`src/rtl/shader_arbiter.sv`:
```
// Shader issue arbiter: picks one quad per cycle from scanout or aux, registers the
// issue to shader_core and tags each issue so returning results can be routed.
// Optional macro SHADER_ARB_STARVE_GUARD_EN: lets a starved aux request win over scanout
// for one cycle once it has lost STARVE_MAX consecutive cycles.
module shader_arbiter #(
  parameter int unsigned LAT        = 1,
  parameter int unsigned STARVE_MAX = 8
) (
  input  logic       clk_25mhz,
  input  logic       rst_n,
  input  logic       scan_req,
  input  logic [8:0] scan_x,
  input  logic [8:0] scan_y,
  input  logic       aux_valid,
  output logic       aux_ready,
  input  logic [8:0] aux_x,
  input  logic [8:0] aux_y,
  output logic [8:0] sh_x_base,
  output logic [8:0] sh_y,
  output logic       sh_valid,
  input  logic       sh_done,
  output logic       rsp_scan,
  output logic       rsp_aux,
  output logic       scan_miss,
  output logic       err
);

  logic [7:0]     starve_q, starve_d;
  logic           starved;
  logic           force_aux;
  logic           scan_gnt, aux_gnt;
  logic           sh_valid_q, owner_q;   // owner: 1 = aux, 0 = scanout
  logic [8:0]     sh_x_q, sh_y_q;
  logic [LAT-1:0] tag_v_q, tag_o_q;
  logic           err_q, err_d;

  assign starved = (starve_q == 8'(STARVE_MAX));

`ifdef SHADER_ARB_STARVE_GUARD_EN
  assign force_aux = aux_valid & starved;
  // Scanout loses only in the forced-aux cycle.
  assign scan_miss = scan_req & force_aux & rst_n;
`else
  logic unused_starved;
  assign unused_starved = starved;
  assign force_aux      = 1'b0;
  assign scan_miss      = 1'b0;
`endif

  // Grant selection: scanout first unless the starvation guard forces aux.
  always_comb begin
    scan_gnt = scan_req & ~force_aux;
    aux_gnt  = aux_valid & (~scan_req | force_aux);
  end

  // Combinational handshake is held low while reset is asserted.
  assign aux_ready = aux_gnt & rst_n;

  // Starve counter next state: counts consecutive aux losses, saturating.
  always_comb begin
    starve_d = starve_q;
    if (!aux_valid || aux_gnt) begin
      starve_d = 8'd0;
    end else if (starve_q != 8'hff) begin
      starve_d = starve_q + 8'd1;
    end
  end

  // Protocol check: a result must line up with a valid tag at depth LAT.
  always_comb begin
    err_d = err_q | (sh_done != tag_v_q[LAT-1]);
  end

  // Issue registers, tag pipeline, counter and sticky error.
  always_ff @(posedge clk_25mhz or negedge rst_n) begin
    if (!rst_n) begin
      sh_valid_q <= 1'b0;
      owner_q    <= 1'b0;
      sh_x_q     <= '0;
      sh_y_q     <= '0;
      tag_v_q    <= '0;
      tag_o_q    <= '0;
      starve_q   <= '0;
      err_q      <= 1'b0;
    end else begin
      sh_valid_q <= scan_gnt | aux_gnt;
      if (scan_gnt) begin
        owner_q <= 1'b0;
        sh_x_q  <= {scan_x[8:2], 2'b00};
        sh_y_q  <= scan_y;
      end else if (aux_gnt) begin
        owner_q <= 1'b1;
        sh_x_q  <= {aux_x[8:2], 2'b00};
        sh_y_q  <= aux_y;
      end
      // Stage 0 captures what shader_core sees this cycle; stage LAT-1 meets sh_done.
      tag_v_q[0] <= sh_valid_q;
      tag_o_q[0] <= owner_q;
      for (int i = 1; i < LAT; i++) begin
        tag_v_q[i] <= tag_v_q[i-1];
        tag_o_q[i] <= tag_o_q[i-1];
      end
      starve_q <= starve_d;
      err_q    <= err_d;
    end
  end

  assign sh_valid  = sh_valid_q;
  assign sh_x_base = sh_x_q;
  assign sh_y      = sh_y_q;
  assign err       = err_q;
  assign rsp_scan  = sh_done & tag_v_q[LAT-1] & ~tag_o_q[LAT-1];
  assign rsp_aux   = sh_done & tag_v_q[LAT-1] & tag_o_q[LAT-1];

endmodule

```
`config.mk`:
```
export PLATFORM = sky130hd
export DESIGN_NAME = shader_arbiter
export DESIGN_NICKNAME = d
export VERILOG_FILES = /design/src/rtl/shader_arbiter.sv
export SDC_FILE = /design/constraint.sdc
export NUM_CORES = 1
export LEC_CHECK = 0
export CORE_MARGIN = 3
export CORE_UTILIZATION = 37
export DETAILED_ROUTE_END_ITERATION = 16
export PLACE_DENSITY = 0.83
export SETUP_SLACK_MARGIN = 0.02
export SLEW_MARGIN = 25
export SYNTH_ARGS = -nofsm -noshare
export SYNTH_HDL_FRONTEND = slang
export SYNTH_SLANG_ARGS = --single-unit
```
`constraint.sdc`:
```
create_clock -name clk_25mhz -period 2.9 [get_ports clk_25mhz]
set_input_delay 0.29 -clock clk_25mhz [delete_from_list [all_inputs] [get_ports clk_25mhz]]
set_output_delay 0.29 -clock clk_25mhz [all_outputs]
set_load 0.01 [all_outputs]
```
==> results.md <==
- In this run, distinct cell masters in the synthesized netlist total 16.
- The synthesized instance count is 88.
- The internal power is 0.473 mW.
- The global-route wire length before repair is 3.96 mm.
- Summed over all layers, the global routing overflow is 0.
- The worst vdd rail ir drop is 293 uV.
- Clock-pin slew was measured on the worst setup and hold paths at between 0.1 and 0.15 ns.
- The number of pins exceeding their max-slew limit in the final report is 0.
- Dividing the detail-routed wire length by the instance count gives approximately 14 um.
- The critical path capture point type is a primary output.
- The count of buffers added on input and output ports is 57.
- The DRC violation count after routing is 0.
- The tool flagged a number of max-cap violations equal to 0.
- During synthesis, Yosys emitted a total of 0 warnings.
- After routing, the total negative slack on setup checks comes to 0 ns.
- The number of setup buffers added after CTS is 0.
- The cell with the most instances after synthesis is dfrtp_1.
- TritonCTS built the clock tree.
- The number of hold-slack violations in the final timing report was 0.
- The commonest cells after synthesis are dfrtp_1 (21), nand2_1 (17), mux2i_1 (16).
- Between clock sinks in the finished design, the worst skew comes to 0.000868 ns.
- Counting flops and latches in the post-synthesis netlist gives 21.
- The final route contains 819 vias.
- Power spread over the standard cell area amounts to 410 mW/mm^2.
- The number of clock buffers added by TritonCTS is 3.
- The core region area is 0.00234 sq mm.
- Per report_power, the combinational group accounts for between 20% and 30% of the total.
- The height of the die is 56.8 um.
- The final wirelength is 2.39 mm.
- The first routing iteration left 21 violations.
- The initial standard-cell utilization of the core is 40.9%.
- After detailed routing, the number of vias per cell comes to 4.73.
- 65 I/O pins were placed.
- The buffer cell driving the clock tree root is clkbuf_4.
- The area enclosed by the die boundary is 0.00323 sq mm.
- The tightest min-delay check is of the input pin to asynchronous set/reset pin type.
- The average cell area after synthesis is 10.9 sq um.
- Based on the critical path, the design can be clocked at up to around 0.53 GHz.
- The number of antenna diodes in the final layout is 0.
- The global placement routability congestion is 0.768.
- The run finished with clean final reports.
- Setup repair after global routing left no endpoint under its margin.
- The net count of the finished layout is 188.
- The design draws 0.634 mW.
- In this run the biggest area consumer among cell types represents between 50% and 60% of the synthesized area.
- The die width is 56.8 um.
- In the finished design, the share of the clock period the worst path needs comes to 65.0%.
- Cells with a size suffix above 1 make up 6.21% of the layout.
- The maximum fanout along the worst path is 2.
- The floorplan has 17 rows.
- The clock latency on the worst-skew pair is approximately 0.30 ns.
- The via count of the first global-routing pass is 841.
- Summed over all nets, the switching power comes to 0.161 mW.
- Entering global routing, the biggest net connects 35 pins.
- The clock network burns ~22% of the power.
- The startpoint-to-endpoint class of the critical path is input pin to primary output.
- The share of the yosys chip area belonging to registers is 55.0%.
- The number of gates given a new drive strength after cts is 0.
- Net switching is 25.4% of the power.
- Once detail routing completed, the nets flagged for antenna violations numbered 0.
- The clock sink total is 21.
- The number of flops mapped to enable cells by yosys is 0.
- Before antenna repair, the detailed router went through 4 iterations.
- Counting along the longest clock path gives a buffer depth of 2.
- In this run the number of H-tree levels came out at 1.
- The kind of start point of the critical path is an input pin.
- For the finished layout, the period the worst path requires is 1.89 ns.
- The netlist area before placement is 956 sq um.
- Summed over all instances, the cell type with the most area after synthesis is dfrtp_1.
- The overall fraction of global-route tracks in use is 15.7%.
- Summed over all cells, the static leakage comes to 0.685 nW.
- In the synthesized netlist the async set-or-reset flop fraction comes to 100%.
- Per report_power, the sequential group accounts for 51.9% of the total.
- The leading register cell type out of synthesis is dfrtp_1.
- STA puts the critical path data required time at 2.61 ns.
- The arrival time at the worst endpoint is ~1.6 ns.
- The initial antenna violation count is 0.
- The count of hold-fix buffers inserted at cts is 0.
- Ranked by total cell area, the synthesized netlist is headed by dfrtp_1 (55%), mux2i_1 (17%), nand2_1 (6.7%), o21ai_0 (4.7%), o21ai_1 (3.7%).
- Setup violations remaining at the end of the flow were counted as 0.
- Once detailed placement completed, the half-perimeter wirelength came to 1.85 mm.
- The signed area change from the synthesized netlist to the final layout is 61.6%.
## cells in the final DEF, fill, tap and decap left out
cell type,count
o21ai_0,9
nand2_1,17
nor2_1,3
o21ai_1,7
mux2i_1,16
nor2b_1,1
or2_2,2
and2_1,1
clkdlybuf4s50_1,57
buf_4,3
clkbuf_4,3
ha_1,1
clkinv_2,1
conb_1,3
dfrtp_1,21
## power groups by stage
| stage | combinational (mW) | sequential (mW) | clock, mW |
|---|---|---|---|
| floorplan | 0.0532 | 0.344 | 0 |
| finish | 0.168 | 0.329 | 0.137 |
| global route | 0.183 | 0.332 | 0.153 |
| global placement | 0.165 | 0.333 | 0 |
| detailed placement | 0.170 | 0.335 | 0 |
| CTS | 0.170 | 0.329 | 0.146 |
## final timing paths
check / start / end / slack, ns / cells after the start
setup / recovery: sh_done / rsp_scan / 1.01 / 4
hold / removal: rst_n / err / 0.36 / 2
setup reg to reg: tag_v_q / err / 1.88 / 2
hold reg to reg: sh_valid / tag_v_q / 0.39 / 0
max in group asynchronous: rst_n / sh_y[3] / 2.32 / 2
min in group clk_25mhz: sh_valid / tag_v_q / 0.39 / 0
## cell type report
class / instances / area (sq um)
Tap cell: 28 / 35.0
Timing Repair Buffer: 60 / 593
Clock buffer: 3 / 22.5
Multi-Input combinational cell: 60 / 364
Fill cell: 197 / 795
Clock inverter: 1 / 5.00
Sequential cell: 21 / 526
## cell families (layout without fill, tap and decap cells)
group / after synthesis / in the layout / synth area share [%]
and+or+nand+nor: 24 / 24 / 10.5
DFF: 21 / 21 / 55.0
AOI/OAI and AO/OA: 16 / 16 / 8.38
muxes: 16 / 16 / 16.8
buffers and inverters: 9 / 64 / 7.72
adders and majority gates: 1 / 1 / 1.31
other: 1 / 3 / 0.392
## metal layers
layer	GRT usage, %	wire length [um]
met1	19.3	967
met2	26.4	1170
met3	6.67	248
met4	1.99	0
met5	0	0
## through the flow
stage	instance area (sq um)	cells	hold slack [ns]	worst slack [ns]	util, %
3_3_place_gp	1520	169	0.361	1.06	64.9
2_1_floorplan	963	90	-0.00559	1.84	-
3_5_place_dp	1520	169	0.364	1.02	64.9
6_report	1550	173	0.360	1.01	66.0
5_1_grt	1550	173	0.381	0.946	66.0
4_1_cts	1550	173	0.364	1.01	66.0
## flip-flops by register name, summed over array words and instances (netlist names)
name	flops
owner_q	1
tag_v_q	1
sh_y	9
sh_valid	1
err	1
sh_x_base	7
tag_o_q	1
## worst max-delay path, stage by stage
cell and delay [ns]:
clkdlybuf4s50_1 0.46, ha_1 0.15, nor2b_1 0.14, clkdlybuf4s50_1 0.54
No activity file was read; power rests on OpenSTA's default activity.
